==> config.mk <==
export PLATFORM = sky130hd
export DESIGN_NAME = aclk_keypad_scan_flat
export DESIGN_NICKNAME = d
export VERILOG_FILES = /design/src/rtl/aclk_pkg.sv /design/src/rtl/aclk_keypad_scan_if.sv /design/src/rtl/aclk_sync2.sv /design/src/rtl/aclk_keypad_scan.sv /design/src/flat_wrapper.sv
export SDC_FILE = /design/constraint.sdc
export NUM_CORES = 1
export LEC_CHECK = 0
export ABC_AREA = 1
export BUFFER_PORTS_ARGS = -buffer_cell sky130_fd_sc_hd__buf_2
export CAP_MARGIN = 20
export CORE_MARGIN = 8
export CORE_UTILIZATION = 61
export DETAILED_ROUTE_END_ITERATION = 7
export PLACE_DENSITY = 0.88
export REMOVE_ABC_BUFFERS = 1
export SYNTH_ARGS = -nofsm -noshare
export SYNTH_HDL_FRONTEND = slang
export SYNTH_HIERARCHICAL = 1
export SYNTH_SLANG_ARGS = --single-unit
==> constraint.sdc <==
create_clock -name clock -period 2.05 [get_ports clock]
set_input_delay 0.1025 -clock clock [delete_from_list [all_inputs] [get_ports clock]]
set_output_delay 0.1025 -clock clock [all_outputs]
set_load 0.1 [all_outputs]
==> src/rtl/aclk_pkg.sv <==
// Shared definitions for the alarm-clock keypad scanner: key codes, scan states and the
// row/column to key-code mapping.
package aclk_pkg;

  localparam logic [3:0] KEY_A    = 4'd10;
  localparam logic [3:0] KEY_B    = 4'd11;
  localparam logic [3:0] KEY_C    = 4'd12;
  localparam logic [3:0] KEY_D    = 4'd13;
  localparam logic [3:0] KEY_STAR = 4'd14;
  localparam logic [3:0] KEY_HASH = 4'd15;

  typedef enum logic [1:0] {
    SCAN     = 2'd0,
    DEBOUNCE = 2'd1,
    PRESS    = 2'd2,
    HOLD     = 2'd3
  } scan_state_e;

  // Keypad layout: r0 1 2 3 A | r1 4 5 6 B | r2 7 8 9 C | r3 * 0 # D
  function automatic logic [3:0] key_code(input logic [1:0] row_idx, input logic [1:0] col_idx);
    logic [3:0] code;
    case ({row_idx, col_idx})
      4'h0:    code = 4'd1;
      4'h1:    code = 4'd2;
      4'h2:    code = 4'd3;
      4'h3:    code = KEY_A;
      4'h4:    code = 4'd4;
      4'h5:    code = 4'd5;
      4'h6:    code = 4'd6;
      4'h7:    code = KEY_B;
      4'h8:    code = 4'd7;
      4'h9:    code = 4'd8;
      4'hA:    code = 4'd9;
      4'hB:    code = KEY_C;
      4'hC:    code = KEY_STAR;
      4'hD:    code = 4'd0;
      4'hE:    code = KEY_HASH;
      default: code = KEY_D;
    endcase
    return code;
  endfunction

  // Index of the lowest active-low row; with several rows down the lowest one wins.
  function automatic logic [1:0] low_row(input logic [3:0] rows);
    logic [1:0] idx;
    idx = 2'd0;
    for (int i = 3; i >= 0; i--) begin
      if (!rows[i]) idx = 2'(i);
    end
    return idx;
  endfunction

endpackage

==> src/rtl/aclk_keypad_scan_if.sv <==
// Key/shift interface between the keypad scanner (master) and the key buffer (slave).
interface aclk_keypad_scan_if;
  logic [3:0] key;
  logic       shift;
  logic       digit;
  logic       key_held;

  modport master (output key, output shift, output digit, output key_held);
  modport slave  (input key, input shift, input digit, input key_held);
endinterface

==> src/rtl/aclk_sync2.sv <==
// Two-flop synchroniser, per-bit chains, asynchronous reset to RST_VAL.
module aclk_sync2 #(
  parameter int               WIDTH   = 4,
  parameter logic [WIDTH-1:0] RST_VAL = '1
) (
  input  logic             clock,
  input  logic             reset,
  input  logic [WIDTH-1:0] d,
  output logic [WIDTH-1:0] q
);

  genvar gi;
  generate
    for (gi = 0; gi < WIDTH; gi++) begin : g_bit
      logic meta_q;
      logic sync_q;
      always_ff @(posedge clock or posedge reset) begin
        if (reset) begin
          meta_q <= RST_VAL[gi];
          sync_q <= RST_VAL[gi];
        end else begin
          meta_q <= d[gi];
          sync_q <= meta_q;
        end
      end
      assign q[gi] = sync_q;
    end
  endgenerate

endmodule

==> src/rtl/aclk_keypad_scan.sv <==
// 4x4 active-low keypad scanner with press/release debounce and a one-cycle key strobe.
// Optional held-key auto-repeat is built only when ACLK_KEY_REPEAT_EN is defined.
module aclk_keypad_scan
  import aclk_pkg::*;
#(
  parameter int SCAN_DIV      = 4096,
  parameter int DEBOUNCE_CNT  = 20000,
  parameter int REPEAT_CYCLES = 1000000
) (
  input  logic                clock,
  input  logic                reset,
  input  logic [3:0]          row_in,
  output logic [3:0]          col_out,
  aclk_keypad_scan_if.master  key_bus
);

  localparam int DW = (SCAN_DIV > 1) ? $clog2(SCAN_DIV) : 1;
  localparam int BW = (DEBOUNCE_CNT > 1) ? $clog2(DEBOUNCE_CNT) : 1;
  localparam logic [DW-1:0] DWELL_LAST = DW'(SCAN_DIV - 1);
  localparam logic [BW-1:0] STAB_LAST  = BW'(DEBOUNCE_CNT - 1);

  logic [3:0] row_s;

  aclk_sync2 #(.WIDTH(4), .RST_VAL(4'hF)) u_sync (
    .clock (clock),
    .reset (reset),
    .d     (row_in),
    .q     (row_s)
  );

  scan_state_e   state_q, state_d;
  logic [DW-1:0] dwell_q, dwell_d;
  // Shared between press debounce and release debounce; the two never overlap.
  logic [BW-1:0] stab_q, stab_d;
  logic [1:0]    col_q, col_d;
  logic [3:0]    col_out_q, col_out_d;
  logic [3:0]    pat_q, pat_d;
  logic [1:0]    row_q, row_d;
  logic [3:0]    key_q, key_d;
  logic          shift_q, shift_d;
  logic          digit_q, digit_d;
  logic          held_q, held_d;
  logic [3:0]    press_code;

`ifdef ACLK_KEY_REPEAT_EN
  localparam int RW = (REPEAT_CYCLES > 1) ? $clog2(REPEAT_CYCLES) : 1;
  localparam logic [RW-1:0] REP_LAST = RW'(REPEAT_CYCLES - 1);
  // Cycles since the last strobe, counted only while the key stays down.
  logic [RW-1:0] rep_q, rep_d;
`else
  if (REPEAT_CYCLES > 0) begin : g_no_repeat
  end
`endif

  assign press_code = key_code(row_q, col_q);

  always_comb begin
    state_d = state_q;
    dwell_d = dwell_q;
    stab_d  = stab_q;
    col_d   = col_q;
    pat_d   = pat_q;
    row_d   = row_q;
    key_d   = key_q;
    shift_d = 1'b0;
    digit_d = digit_q;
    held_d  = held_q;
`ifdef ACLK_KEY_REPEAT_EN
    rep_d   = rep_q;
`endif

    case (state_q)
      SCAN: begin
        if (dwell_q == DWELL_LAST) begin
          dwell_d = '0;
          if (row_s == 4'hF) begin
            col_d = col_q + 2'd1;
          end else begin
            pat_d   = row_s;
            row_d   = low_row(row_s);
            stab_d  = '0;
            state_d = DEBOUNCE;
          end
        end else begin
          dwell_d = dwell_q + 1'b1;
        end
      end

      DEBOUNCE: begin
        if (row_s != pat_q) begin
          state_d = SCAN;
          col_d   = col_q + 2'd1;
          dwell_d = '0;
        end else if (stab_q == STAB_LAST) begin
          state_d = PRESS;
          key_d   = press_code;
          digit_d = (press_code < KEY_A);
          shift_d = 1'b1;
          held_d  = 1'b1;
`ifdef ACLK_KEY_REPEAT_EN
          rep_d   = '0;
`endif
        end else begin
          stab_d = stab_q + 1'b1;
        end
      end

      PRESS: begin
        state_d = HOLD;
        stab_d  = '0;
`ifdef ACLK_KEY_REPEAT_EN
        rep_d   = rep_q + 1'b1;
`endif
      end

      default: begin // HOLD
        if (row_s == 4'hF) begin
`ifdef ACLK_KEY_REPEAT_EN
          rep_d = '0;
`endif
          if (stab_q == STAB_LAST) begin
            state_d = SCAN;
            held_d  = 1'b0;
            col_d   = col_q + 2'd1;
            dwell_d = '0;
          end else begin
            stab_d = stab_q + 1'b1;
          end
        end else begin
          stab_d = '0;
`ifdef ACLK_KEY_REPEAT_EN
          if (rep_q == REP_LAST) begin
            shift_d = 1'b1;
            rep_d   = '0;
          end else begin
            rep_d = rep_q + 1'b1;
          end
`endif
        end
      end
    endcase

    col_out_d = ~(4'b0001 << col_d);
  end

  always_ff @(posedge clock or posedge reset) begin
    if (reset) begin
      state_q   <= SCAN;
      dwell_q   <= '0;
      stab_q    <= '0;
      col_q     <= 2'd0;
      col_out_q <= 4'b1110;
      pat_q     <= 4'hF;
      row_q     <= 2'd0;
      key_q     <= 4'h0;
      shift_q   <= 1'b0;
      digit_q   <= 1'b0;
      held_q    <= 1'b0;
    end else begin
      state_q   <= state_d;
      dwell_q   <= dwell_d;
      stab_q    <= stab_d;
      col_q     <= col_d;
      col_out_q <= col_out_d;
      pat_q     <= pat_d;
      row_q     <= row_d;
      key_q     <= key_d;
      shift_q   <= shift_d;
      digit_q   <= digit_d;
      held_q    <= held_d;
    end
  end

`ifdef ACLK_KEY_REPEAT_EN
  always_ff @(posedge clock or posedge reset) begin
    if (reset) rep_q <= '0;
    else       rep_q <= rep_d;
  end
`endif

  assign col_out          = col_out_q;
  assign key_bus.key      = key_q;
  assign key_bus.shift    = shift_q;
  assign key_bus.digit    = digit_q;
  assign key_bus.key_held = held_q;

endmodule

==> src/flat_wrapper.sv <==
// flat-port wrapper written by rule: the top's interface ports become plain ports
module aclk_keypad_scan_flat import aclk_pkg::*;
#(
  parameter int SCAN_DIV      = 4096,
  parameter int DEBOUNCE_CNT  = 20000,
  parameter int REPEAT_CYCLES = 1000000
)
  (clock, reset, row_in, col_out, key_bus_key, key_bus_shift, key_bus_digit, key_bus_key_held);
  aclk_keypad_scan_if key_bus_i ();
  input  logic clock;
  input  logic reset;
  input  logic [3:0] row_in;
  output logic [3:0] col_out;
  output wire logic [$bits(key_bus_i.key)-1:0] key_bus_key;
  output wire logic [$bits(key_bus_i.shift)-1:0] key_bus_shift;
  output wire logic [$bits(key_bus_i.digit)-1:0] key_bus_digit;
  output wire logic [$bits(key_bus_i.key_held)-1:0] key_bus_key_held;
  assign key_bus_key = key_bus_i.key;
  assign key_bus_shift = key_bus_i.shift;
  assign key_bus_digit = key_bus_i.digit;
  assign key_bus_key_held = key_bus_i.key_held;
  aclk_keypad_scan #(.SCAN_DIV(SCAN_DIV), .DEBOUNCE_CNT(DEBOUNCE_CNT), .REPEAT_CYCLES(REPEAT_CYCLES)) u_core (.clock(clock), .reset(reset), .row_in(row_in), .col_out(col_out), .key_bus(key_bus_i));
endmodule
==> impl_metrics.yaml <==
status:
  outcome: "completed"
setup_path:
  endpoint_kind: "register"
  crit_chain: "ha_1, inv_1, nor2_4, nand3_4, o21ai_4, nand2_4, inv_2, o21ai_0"
  start_kind: "register"
  crit_family: "simple AND/OR/NAND/NOR gates"
  crit_path_max_fanout: 15
  crit_buf_inv: 2
  slowest_stage: "dfrtp_1"
  cp_data_required_time_ns: 2.25
  critPathArrivalTime_ns: 2.13
  slowest_delay_ns: 0.45
  path_class: "register to register"
power:
  power_frac_seq_pct: 61.7
  p_clk_share_pct: 35.1
  p_switching_mw: 0.433
  swShare_pct: 23.7
  powerDensity_nw_per_um2: 491
  leakagePower_nw: 1.77
  p_comb_share_pct: 3.2
  ir_worst_vdd_uv: 465
  finalPower_mw: 1.82
  p_int_mw: 1.39
synth:
  yosysSeqAreaShare_pct: 41.7
  ys_ff_latch: 56
  async_reset_ff_share_pct: 100
  synthCells: 459
  syn_area_sq_um: 3410
  postSynthAreaPerCell_sq_um: 7.42
  synth_edf_count: 0
  ys.flop_type: "dfrtp_1"
  ys_warn_count: 6
  synth_cell_types: 34
floorplan:
  fp-row-count: 27
  start_util_pct: 62.6
  io_pins: 17
  die_h_um: 90.7
  die-area_sq_um: 8230
  core_sq_um: 5440
  die_w_um: 90.7
timing:
  slew-limit-headroom_pct: 58.7
  worstMarginPinSlew_ns: 0.619
  maxSlewViolCount: 0
  rsz0062_at_grt: "no"
  fin_skew_ns: 0.00754
  setup_viol: 0
  hold_viol: 0
  fin_crit_sh_pct: 94.5
  fmax_mhz: 516
  timing.setup.tns_ns: 0
  period_needed_ns: 1.94
clock_tree:
  post_cts.repair.setup_buffers: 0
  htree_levels: 2
  clock-sinks: 56
  cts_tree: "yes"
  root_buffer: "clkbuf_8"
  cts_buffers: 5
  clock_path_buffers: 2
  cts.reportedPaths.clkPinSlew_ns: 0.10
  clk_latency_ns: 0.32
run:
  cap_violations: 0
final_layout:
  insertedDiodeCount: 0
  drive_gt1_share_pct: 15.8
  nFillCells: 456
  syn_to_final_growth_pct: 9.04
  nets: 497
drt:
  drtPass1Iterations: 5
  dr_total_vias: 3178
  wl_per_cell_um: 14.2
  drtIter0Drc: 227
  drtAntennaViolNets: 0
  drc: 0
  routed_wl_um: 7950
  via_per_inst: 5.70
worst_hold_path:
  min_path_type: "register to register"
global_routing:
  grt-ovfl-total: 0
  track_usage_pct: 20.1
  grt_pass1_wl_um: 13800
  grt_max_degree: 49
  antenna_found_initial: 0
  grt_pass1_vias: 3054
place:
  dp_hpwl_um: 5980
  gp_congestion: 0.953
  io_buffer_count: 16
## Yosys cell counts (6+ instances only)
master	instances	area [sq um]
buf_4	8	60.1
dfrtp_1	41	1030
dfstp_2	15	394
ha_1	6	75.1
inv_1	59	221
nand2_1	135	507
nand3_1	43	215
nand4_1	18	113
nor2_1	38	143
nor3_1	8	40.0
o21ai_0	25	125
xor2_1	7	61.3
## power groups by stage
stage,Sequential (mW),Clock [mW],Combinational (mW)
detailed placement,1.15,0,0.0518
finish,1.13,0.641,0.0582
global placement,1.14,0,0.0500
floorplan,1.14,0,0.0322
global route,1.13,0.693,0.0669
CTS,1.12,0.661,0.0589
## kinds of logic (layout without fill, tap and decap cells)
family          after synthesis  count (layout)  synth area share [%]
simple gates                259             259                  34.3
buf+inv                      74             101                  9.51
compound gates               56              56                  10.2
flops                        56              56                  41.7
xor+xnor                      8               8                  2.06
fa+ha+maj                     6               6                  2.20
## placed cells by master, fill, tap and decap left out, types with 2 or more instances in the layout
cell           instances
nor2_4                 4
nor2_2                 4
dfrtp_1               41
inv_2                  6
nand3_1               43
nand4_1               18
a21oi_1                3
o31ai_1                2
dfstp_2               15
nand2_2                5
nand3_2                2
o21ai_0               25
inv_1                 57
clkbuf_8               5
buf_4                  8
buf_2                 16
ha_1                   6
o21ai_1                5
o21bai_1               2
nand2_1              135
nor2_1                38
o2111ai_1              2
nor3_1                 8
dlygate4sd3_1          5
o21ai_2                4
o211ai_1               4
xor2_1                 7
o22ai_1                5
## registers in the layout (all words and copies together) (netlist names), 4 cells and up
name / cells
u_core/stab_q: 15
u_core/dwell_q: 12
u_core/col_out: 4
u_core/key_bus.key: 4
u_core/pat_q: 4
u_core/u_sync/g_bit.meta_q: 4
u_core/u_sync/g_bit.sync_q: 4
## routing by layer
metal / wire length [um] / track usage (%)
met4: 218 / 9.29
met2: 3850 / 34.4
met5: 0 / 0
met3: 503 / 3.99
met1: 3380 / 23.6
## what timing repair did
| item | in CTS | in global routing |
|---|---|---|
| endpoints found under the setup margin | 0 | 1 |
| gates resized for setup | 0 | 1 |
| hold endpoints to repair | 53 | 0 |
| hold buffers | 5 | 0 |
## final timing paths
path / from / to / slack, ns / cells past startpoint
min in group asynchronous: reset / u_core/u_sync/g_bit[2].meta_q / 0.51 / 3
worst min register to register: u_core/u_sync/g_bit[0].meta_q / u_core/u_sync/g_bit[0].sync_q / 0.36 / 0
worst max register to register: u_core/dwell_q[0] / u_core/stab_q[4] / 0.11 / 8
worst max-delay path: u_core/dwell_q[0] / u_core/stab_q[4] / 0.11 / 8
worst min-delay path: u_core/u_sync/g_bit[0].meta_q / u_core/u_sync/g_bit[0].sync_q / 0.36 / 0
max in group asynchronous: reset / u_core/stab_q[5] / 1.12 / 4
## cell type report
type,count,area [sq um],area share [%]
clock inverter,3,26.3,0.708
tap,72,90.1,2.43
inverter,63,236,6.37
clock buffer,5,68.8,1.85
timing repair buffer,30,210,5.66
sequential,56,1420,38.2
multi-input combinational,329,1660,44.7
## worst register-to-register path: stages, from the launching register on
cell and delay, ns:
dfrtp_1 0.45, ha_1 0.22, inv_1 0.10, nor2_4 0.17, nand3_4 0.17, o21ai_4 0.24, nand2_4 0.16, inv_2 0.20
o21ai_0 0.12
## through the flow
stage | hold WS (ns) | area (sq um) | setup slack, ns | util, % | cells
5_1_grt | 0.368 | 3710 | 0.00840 | 68.3 | 558
3_3_place_gp | 0.208 | 3570 | 0.238 | 65.6 | 545
4_1_cts | 0.365 | 3710 | 0.156 | 68.3 | 558
2_1_floorplan | 0.107 | 3320 | 0.271 | - | 448
3_5_place_dp | 0.209 | 3570 | 0.165 | 65.6 | 545
6_report | 0.363 | 3710 | 0.113 | 68.3 | 558
Power figures use the tool's default switching activity.
